## config.mk

```make
export PLATFORM = sky130hd
export DESIGN_NAME = vend_dispenser
export DESIGN_NICKNAME = d
export VERILOG_FILES = /design/src/rtl/vend_dispenser.sv
export SDC_FILE = /design/constraint.sdc
export NUM_CORES = 1
export LEC_CHECK = 0
export ABC_AREA = 1
export CAP_MARGIN = 20
export CORE_MARGIN = 2
export CORE_UTILIZATION = 53
export CTS_BUF_LIST = sky130_fd_sc_hd__clkbuf_16
export DETAILED_ROUTE_END_ITERATION = 10
export GPL_ROUTABILITY_DRIVEN = 1
export GPL_TIMING_DRIVEN = 0
export PLACE_DENSITY = 0.74
export SLEW_MARGIN = 20
export SYNTH_ARGS = -nofsm -noshare
export SYNTH_HDL_FRONTEND = slang
export SYNTH_SLANG_ARGS = --single-unit
```

## constraint.sdc

```tcl
create_clock -name clk -period 1.9 [get_ports clk]
set_clock_uncertainty 0.05 [all_clocks]
set_input_delay 0.19 -clock clk [delete_from_list [all_inputs] [get_ports clk]]
set_output_delay 0.19 -clock clk [all_outputs]
set_load 0.02 [all_outputs]
```

## src/rtl/vend_dispenser.sv

```systemverilog
// vend_dispenser: queues vend/change events, pulses the product solenoid,
// then pays change coin by coin to a hopper over a req/ack handshake.
module vend_dispenser #(
  parameter int SOL_CYCLES  = 4,
  parameter int FIFO_DEPTH  = 4,
  parameter int ACK_TIMEOUT = 16
) (
  input  logic       clk,
  input  logic       rst,
  input  logic       vend,
  input  logic [1:0] change,
  output logic       sol,
  output logic       coin10_req,
  output logic       coin5_req,
  input  logic       coin_ack,
  output logic       full,
  output logic       overflow,
  output logic       fault,
  output logic       idle
);

  localparam int AW   = $clog2(FIFO_DEPTH);
  localparam int CMAX = (SOL_CYCLES > ACK_TIMEOUT) ? SOL_CYCLES : ACK_TIMEOUT;
  localparam int CW   = $clog2(CMAX + 1);

  localparam logic [AW:0]   FULL_CNT = (AW+1)'(FIFO_DEPTH);
  localparam logic [CW-1:0] SOL_LAST = CW'(SOL_CYCLES - 1);
  localparam logic [CW-1:0] TO_LAST  = CW'(ACK_TIMEOUT - 1);

  typedef enum logic [2:0] {
    S_IDLE,
    S_SOL,
    S_PAY,
    S_WAIT_ACK,
    S_WAIT_REL,
    S_FAULT
  } state_t;

  state_t        state_q, state_d;
  logic [CW-1:0] cnt_q, cnt_d;
  logic [1:0]    rem_q, rem_d;
  logic          sol_q, sol_d;
  logic          c10_q, c10_d;
  logic          c5_q, c5_d;
  logic          ovf_q, ovf_d;
  logic          fault_q, fault_d;

  logic [2:0]    mem_q [FIFO_DEPTH];
  logic [AW-1:0] wr_ptr_q, wr_ptr_d;
  logic [AW-1:0] rd_ptr_q, rd_ptr_d;
  logic [AW:0]   count_q, count_d;

  logic       push;
  logic       push_ok;
  logic       pop;
  logic       empty;
  logic       is_full;
  logic [2:0] rd_data;

  assign empty   = (count_q == '0);
  assign is_full = (count_q == FULL_CNT);
  assign push    = vend | (change != 2'd0);
  // fullness is judged before any same-cycle pop
  assign push_ok = push & ~is_full;
  assign rd_data = mem_q[rd_ptr_q];

  always_comb begin
    state_d = state_q;
    cnt_d   = cnt_q;
    rem_d   = rem_q;
    sol_d   = sol_q;
    c10_d   = c10_q;
    c5_d    = c5_q;
    fault_d = fault_q;
    pop     = 1'b0;
    ovf_d   = ovf_q | (push & is_full);
    unique case (state_q)
      S_IDLE: begin
        if (!empty) begin
          pop   = 1'b1;
          rem_d = rd_data[1:0];
          cnt_d = '0;
          if (rd_data[2]) begin
            state_d = S_SOL;
            sol_d   = 1'b1;
          end else begin
            state_d = S_PAY;
          end
        end
      end
      S_SOL: begin
        if (cnt_q == SOL_LAST) begin
          sol_d   = 1'b0;
          state_d = S_PAY;
        end else begin
          cnt_d = cnt_q + 1'b1;
        end
      end
      S_PAY: begin
        cnt_d = '0;
        if (rem_q >= 2'd2) begin
          c10_d   = 1'b1;
          state_d = S_WAIT_ACK;
        end else if (rem_q == 2'd1) begin
          c5_d    = 1'b1;
          state_d = S_WAIT_ACK;
        end else begin
          state_d = S_IDLE;
        end
      end
      S_WAIT_ACK: begin
        if (coin_ack) begin
          rem_d   = c10_q ? (rem_q - 2'd2) : (rem_q - 2'd1);
          c10_d   = 1'b0;
          c5_d    = 1'b0;
          cnt_d   = '0;
          state_d = S_WAIT_REL;
        end else if (cnt_q == TO_LAST) begin
          c10_d   = 1'b0;
          c5_d    = 1'b0;
          fault_d = 1'b1;
          state_d = S_FAULT;
        end else begin
          cnt_d = cnt_q + 1'b1;
        end
      end
      S_WAIT_REL: begin
        if (!coin_ack) begin
          state_d = S_PAY;
        end else if (cnt_q == TO_LAST) begin
          fault_d = 1'b1;
          state_d = S_FAULT;
        end else begin
          cnt_d = cnt_q + 1'b1;
        end
      end
      S_FAULT: begin
        sol_d = 1'b0;
        c10_d = 1'b0;
        c5_d  = 1'b0;
      end
      default: begin
        state_d = S_IDLE;
      end
    endcase
  end

  always_comb begin
    wr_ptr_d = wr_ptr_q;
    rd_ptr_d = rd_ptr_q;
    count_d  = count_q;
    if (push_ok) begin
      wr_ptr_d = wr_ptr_q + 1'b1;
    end
    if (pop) begin
      rd_ptr_d = rd_ptr_q + 1'b1;
    end
    if (push_ok && !pop) begin
      count_d = count_q + 1'b1;
    end else if (!push_ok && pop) begin
      count_d = count_q - 1'b1;
    end
  end

  always_ff @(posedge clk) begin
    if (!rst) begin
      state_q  <= S_IDLE;
      cnt_q    <= '0;
      rem_q    <= '0;
      sol_q    <= 1'b0;
      c10_q    <= 1'b0;
      c5_q     <= 1'b0;
      ovf_q    <= 1'b0;
      fault_q  <= 1'b0;
      wr_ptr_q <= '0;
      rd_ptr_q <= '0;
      count_q  <= '0;
    end else begin
      state_q  <= state_d;
      cnt_q    <= cnt_d;
      rem_q    <= rem_d;
      sol_q    <= sol_d;
      c10_q    <= c10_d;
      c5_q     <= c5_d;
      ovf_q    <= ovf_d;
      fault_q  <= fault_d;
      wr_ptr_q <= wr_ptr_d;
      rd_ptr_q <= rd_ptr_d;
      count_q  <= count_d;
    end
  end

  always_ff @(posedge clk) begin
    if (push_ok) begin
      mem_q[wr_ptr_q] <= {vend, change};
    end
  end

  assign sol        = sol_q;
  assign coin10_req = c10_q;
  assign coin5_req  = c5_q;
  assign full       = is_full;
  assign overflow   = ovf_q;
  assign fault      = fault_q;
  assign idle       = (state_q == S_IDLE) && empty;

endmodule

```

======== Word level (Yosys, flattened, before mapping) ========
Memory sizes are Yosys's and may differ from the RTL's. A register that Yosys moved wholly into a read port is not among the register bits.
Cells that the tools add are included.
word-level totals
  bits in registers ....................... 22
  latch bits .............................. 0
  RAM bits ................................ 12
  bits in read-only memories .............. 0
  input port bits ......................... 6
  output and inout bits ................... 7
  logic and storage cells ................. 109
  memories kept ........................... 1
memory list
  name   words  bits a word  read ports  clocked after memory_dff  write ports  line  text
  mem_q  4      3            1           1                         1            48    logic [2:0] mem_q [FIFO_DEPTH];
operators by class
  $add $sub $neg .......................... 7
  multipliers ............................. 0
  divide/modulo/power cells ............... 0
  $lt $le $gt $ge ......................... 1
  equality and inequality tests ........... 20
  shifts and indexed selects .............. 0
  muxes and demuxes ....................... 42
  bitwise logic cells ..................... 6
  reductions and logical operators ........ 21
operators by type and width
  kind                                                                    count
  5-bit 2-to-1 mux                                                        5
  5-bit case mux with 5 select lines                                      1
  3-bit 2-to-1 mux                                                        7
  2-bit != test (second input constant)                                   10
  3-bit case mux with 6 select lines                                      1
  2-bit 2-to-1 mux                                                        8
  1-bit 2-to-1 mux                                                        15
  3-bit AND reduction                                                     4
  4-bit AND reduction                                                     3
  3-bit equality test (second input constant)                             3
  1-bit case mux with 3 select lines                                      3
  2-bit nonzero test                                                      4
  3-bit by 2-bit equality test with 1-bit output (second input constant)  2
  3-bit zero test                                                         2
  3-bit nonzero test                                                      2
  5-bit by 1-bit adder with 5-bit output (second input constant)          1
  5-bit by 2-bit equality test with 1-bit output (second input constant)  1
  5-bit by 4-bit equality test with 1-bit output (second input constant)  1
  5-bit nonzero test                                                      1
  2-bit by 1-bit adder with 2-bit output (second input constant)          2
  2-bit case mux with 2 select lines                                      1
  3-bit by 1-bit adder with 3-bit output (second input constant)          1
  3-bit by 1-bit equality test with 1-bit output (second input constant)  1
  1-bit logical AND                                                       3
  11 further kinds                                                        15

======== Longest topological paths before layout ========
  word-level depth ........................ 7
  gate-level depth with buffers ........... 12
  gate-level depth less buffers ........... 12

======== Worst setup path before layout ========
OpenSTA, ideal clock, no wires.
  path kind ............................... register to register
  from .................................... register state_q[2]
  to ...................................... register count_q[2]
  library setup time ...................... 0.070 ns
  arrival ................................. 1.748 ns
  required time ........................... 1.780 ns
  path slack .............................. 0.032 ns
  cell stages (with the launch flop) ...... 13
  buffers on the path ..................... 0
  clock period less this slack ............ 1.868 ns
  path through ............................ dfxtp_1 inv_2 nand2_2 inv_1 nand2_1 ha_1 inv_1 fa_1 nor2_1 nor2_1 nand2_1 o21ai_0 a21oi_1
on the way
  cells in the longest elaborated chain, start to end .. 5
  elaborated cells between the ends (all ways) .. 7
  classes of those cells .................. mux (2); reduce/logical (5)
ends and longest elaborated chain
  what                                                    line  text
  start, declared                                         39    state_t state_q, state_d;
  start signal, assigned                                  179   state_q <= state_d;
  3-bit zero test (*)                                     77    unique case (state_q)
  1-bit 2-to-1 mux (*)                                    77
  1-bit zero test                                         158   if (push_ok && !pop) begin
  1-bit logical AND                                       158
  3-bit 2-to-1 mux or 2-bit nonzero test (tied branches)  -
  end signal, assigned                                    189   count_q <= count_d;
  end, declared                                           51    logic [AW:0] count_q, count_d;
Mark *: on every way between the ends. The rest lies on a longest branch, timed or not.
A chain may end at the register's enable or synchronous reset.

======== Final worst setup path ========
  from .................................... input vend
  to ...................................... register count_q[1]
on the way
  elaborated cells between the ends (all ways) .. 7
  classes of those cells .................. mux (1); bitwise (2); reduce/logical (4)
RTL lines
  what               line  text
  start, declared    10    input logic vend,
  1-bit bitwise OR   62    assign push = vend | (change != 2'd0);
  1-bit AND          64    assign push_ok = push & ~is_full;
  net push_ok        54    logic push_ok;
  1-bit logical AND  158
  3-bit 2-to-1 mux   158
  net count_d[1]     51
The timed path passes the listed nets, and every way through them passes these cells.

==> impl_metrics.ini <==
[pwr]
pwr-share-comb_pct = 42.7
clock_power_share_pct = 25.5
internal-power_mw = 2.27
p_leak_nw = 1.08
pwr-share-seq_pct = 31.8
p_switching_mw = 1.47
power_mw = 3.73
switching_share_pct = 39.3
ir_worst_vdd_v = 0.000988
p_per_area_nw_per_um2 = 1510

[synthesis]
postSynthAreaPerCell_um2 = 7.66
synth_edf_count = 12
syn_inst = 263
ys_seq_area_share_pct = 41.7
yosys_warnings = 0
ys_ff_latch = 36
synth_nets = 281
synthFlopType = dfxtp_1
ys_types = 31
synthArstFlopShare_pct = 0
syn-cell-area_um2 = 2020

[drt]
dr.pass1.iters = 4
dr.first_iter.drc_count = 84
routed_wl_um = 4120
ant_nets = 0
vias = 1725
drc = 0
via_per_inst = 5.15
wire_per_inst_um = 12.3

[sta]
layout_min_cycle_time_ps = 1850
setup_viol = 0
tightest_slew_ps = 534
slew_violations = 0
slew_headroom_pct = 64.4
rsz0062_at_grt = yes
hold_viol = 0
fmax_mhz = 542
fin_crit_sh_pct = 97.1

[clock_tree]
hold_buffers = 0
clkLatencyLatePin_ps = 280
cts_root_buffer = clkbuf_16
cts_tree = yes
htreeDepth = 2
clock_sinks = 36
clkTransAtPathRegs_ps = 60
cts_buffers = 5
clockBufferDepth = 2

[layout]
fillers = 302
fin_util_pct = 67.6
antenna_cells = 0
syn2layout_area_growth_pct = 22.8
layout_common_cells = nand2_1 (59), inv_1 (33), nor2_1 (27)
final_nets = 304
drive_above_1_share_pct = 18.1
final_common_cell = nand2_1

[setup_path]
crit_required_ps = 2010
setup.worst_path.class = input port to register
crit_cells = 9
cp-startpoint = vend
endpoint_kind = register
slowest_stage = fa_2
r2r_end = count_q[1]
crit_chain = dlygate4sd2_1 > or3_4 > nand2_4 > inv_1 > ha_1 > inv_2 > fa_2 > o21ai_2 > a21oi_1
r2r_setup_slack_ps = 110
cp_top_family = adder cells
cp.arrival_ps = 1960
slowest_delay_ps = 440
start_kind = input port
critPathMaxFanout = 5
reg2reg_depth = 9
endpoint = count_q[1]
r2r_start = state_q[1]
worstPathBufferInverterCount = 3

[floorplan]
dieWidth_um = 65.7
die-area_um2 = 4310
initial_core_util_pct = 55.1
core-area_um2 = 3660
die_y_um = 65.7
ioPinCount = 13
std_cell_rows = 22

[placement]
place.gp.congestion = 0.885
io_buffers = 12
dpl.hpwl_um = 2880

[global_routing]
antenna_found_initial = 0
grt_pass1_wl_um = 6920
grt_pass1_vias = 1639
grt-ovfl-total = 0
grt_start_max_net_pins = 14
grt_usage_pct = 21.2

[outcome]
status = completed

[job]
cap_violations = 0

[min_path]
hold_class = input port to register
-- registers in the layout (all words and copies together), names as in the netlist, 2 cells and up, named ones only --
signal / flops
rem_q: 2
state_q: 3
wr_ptr_q: 2
cnt_q: 5
mem_q: 12
count_q: 3
rd_ptr_q: 2
-- cell type report --
class	count	area [um^2]	share of cell area, %
Inverter	39	149	6.01
Clock inverter	3	46.3	1.87
Multi-Input combinational cell	185	1070	43.2
Sequential cell	36	860	34.7
Buffer	2	15.0	0.606
Tap cell	48	60.1	2.43
Timing Repair Buffer	17	153	6.16
Clock buffer	5	125	5.05
-- through the flow --
stage	cell area [um^2]	worst slack, ps	TNS (ps)	std cells	hold WS (ps)
4_1_cts	2410	1.76	0	330	254
2_1_floorplan	2020	32.0	0	263	239
3_5_place_dp	2200	-626	-2490	323	415
6_report	2480	54.3	0	335	276
3_3_place_gp	2200	-574	-1780	323	412
5_1_grt	2480	-36.7	-50.8	335	294
-- worst register-to-register path, stage by stage (launching register included) --
cell and delay (ps):
dfxtp_4 370, nor2_4 120, nand2_4 90, inv_4 80, nand2_2 70, ha_1 200, inv_2 90, fa_2 440
o21ai_2 120, a21oi_1 50
-- logic make-up (layout without fill, tap and decap cells) --
logic type      after synthesis  after routing  synth area share [%]
buf+inv                      42             66                  8.19
flops                        36             36                  41.7
xor+xnor                      4              4                  1.74
compound gates               39             39                  11.4
fa+ha+maj                    12             12                  7.82
simple gates                130            130                  29.2
-- layer usage --
layer	routed length, um	global-route usage (%)	vias to the layer above	share of wire (%)
met5	0	0	-	0
met3	210	5.14	6	5.1
met4	59	10.9	0	1.4
met1	1860	25.7	773	45
li1	-	-	896	-
met2	1990	34.8	50	48
-- how the worst min path moves through the flow --
stage               slack (ps)  depth (start not counted)       from           to
floorplan                  240                          0  change[0]  mem_q[0][0]
global placement           410                          2      fault        fault
detailed placement         420                          2   overflow     overflow
CTS                        250                          1  change[1]  mem_q[3][1]
global route               290                          1       vend  mem_q[3][2]
finish                     280                          1  change[1]  mem_q[3][1]
-- repair_timing --
action / 4_1_cts / 5_1_grt
pin swaps: 0 / 5
setup buffers: 0 / 5
cloned: 0 / 0
gates resized for setup: 21 / 13
endpoints found under the setup margin: 11 / 9
-- synth_stat cells, drive strengths merged (2+ instances only) --
library cell	n	area [um^2]
nand4	4	25.0
o21ai	11	58.8
o211ai	3	22.5
inv	39	146
clkbuf	2	7.51
xor2	2	17.5
nand3	23	128
nand2	67	267
ha	11	138
o21bai	2	15.0
dfxtp	24	480
a21oi	17	88.8
nor2	33	151
o31ai	2	15.0
a31oi	2	12.5
edfxtp	12	360
xnor2	2	17.5
-- power by group through the flow --
stage	sequential, mW	clock (mW)	combinational [mW]
3_3_place_gp	1.19	0	1.38
2_1_floorplan	1.20	0	1.05
3_5_place_dp	1.19	0	1.42
6_report	1.19	0.951	1.59
4_1_cts	1.19	0.967	1.48
5_1_grt	1.21	0.997	1.78
(Power assumes the default switching activity.)
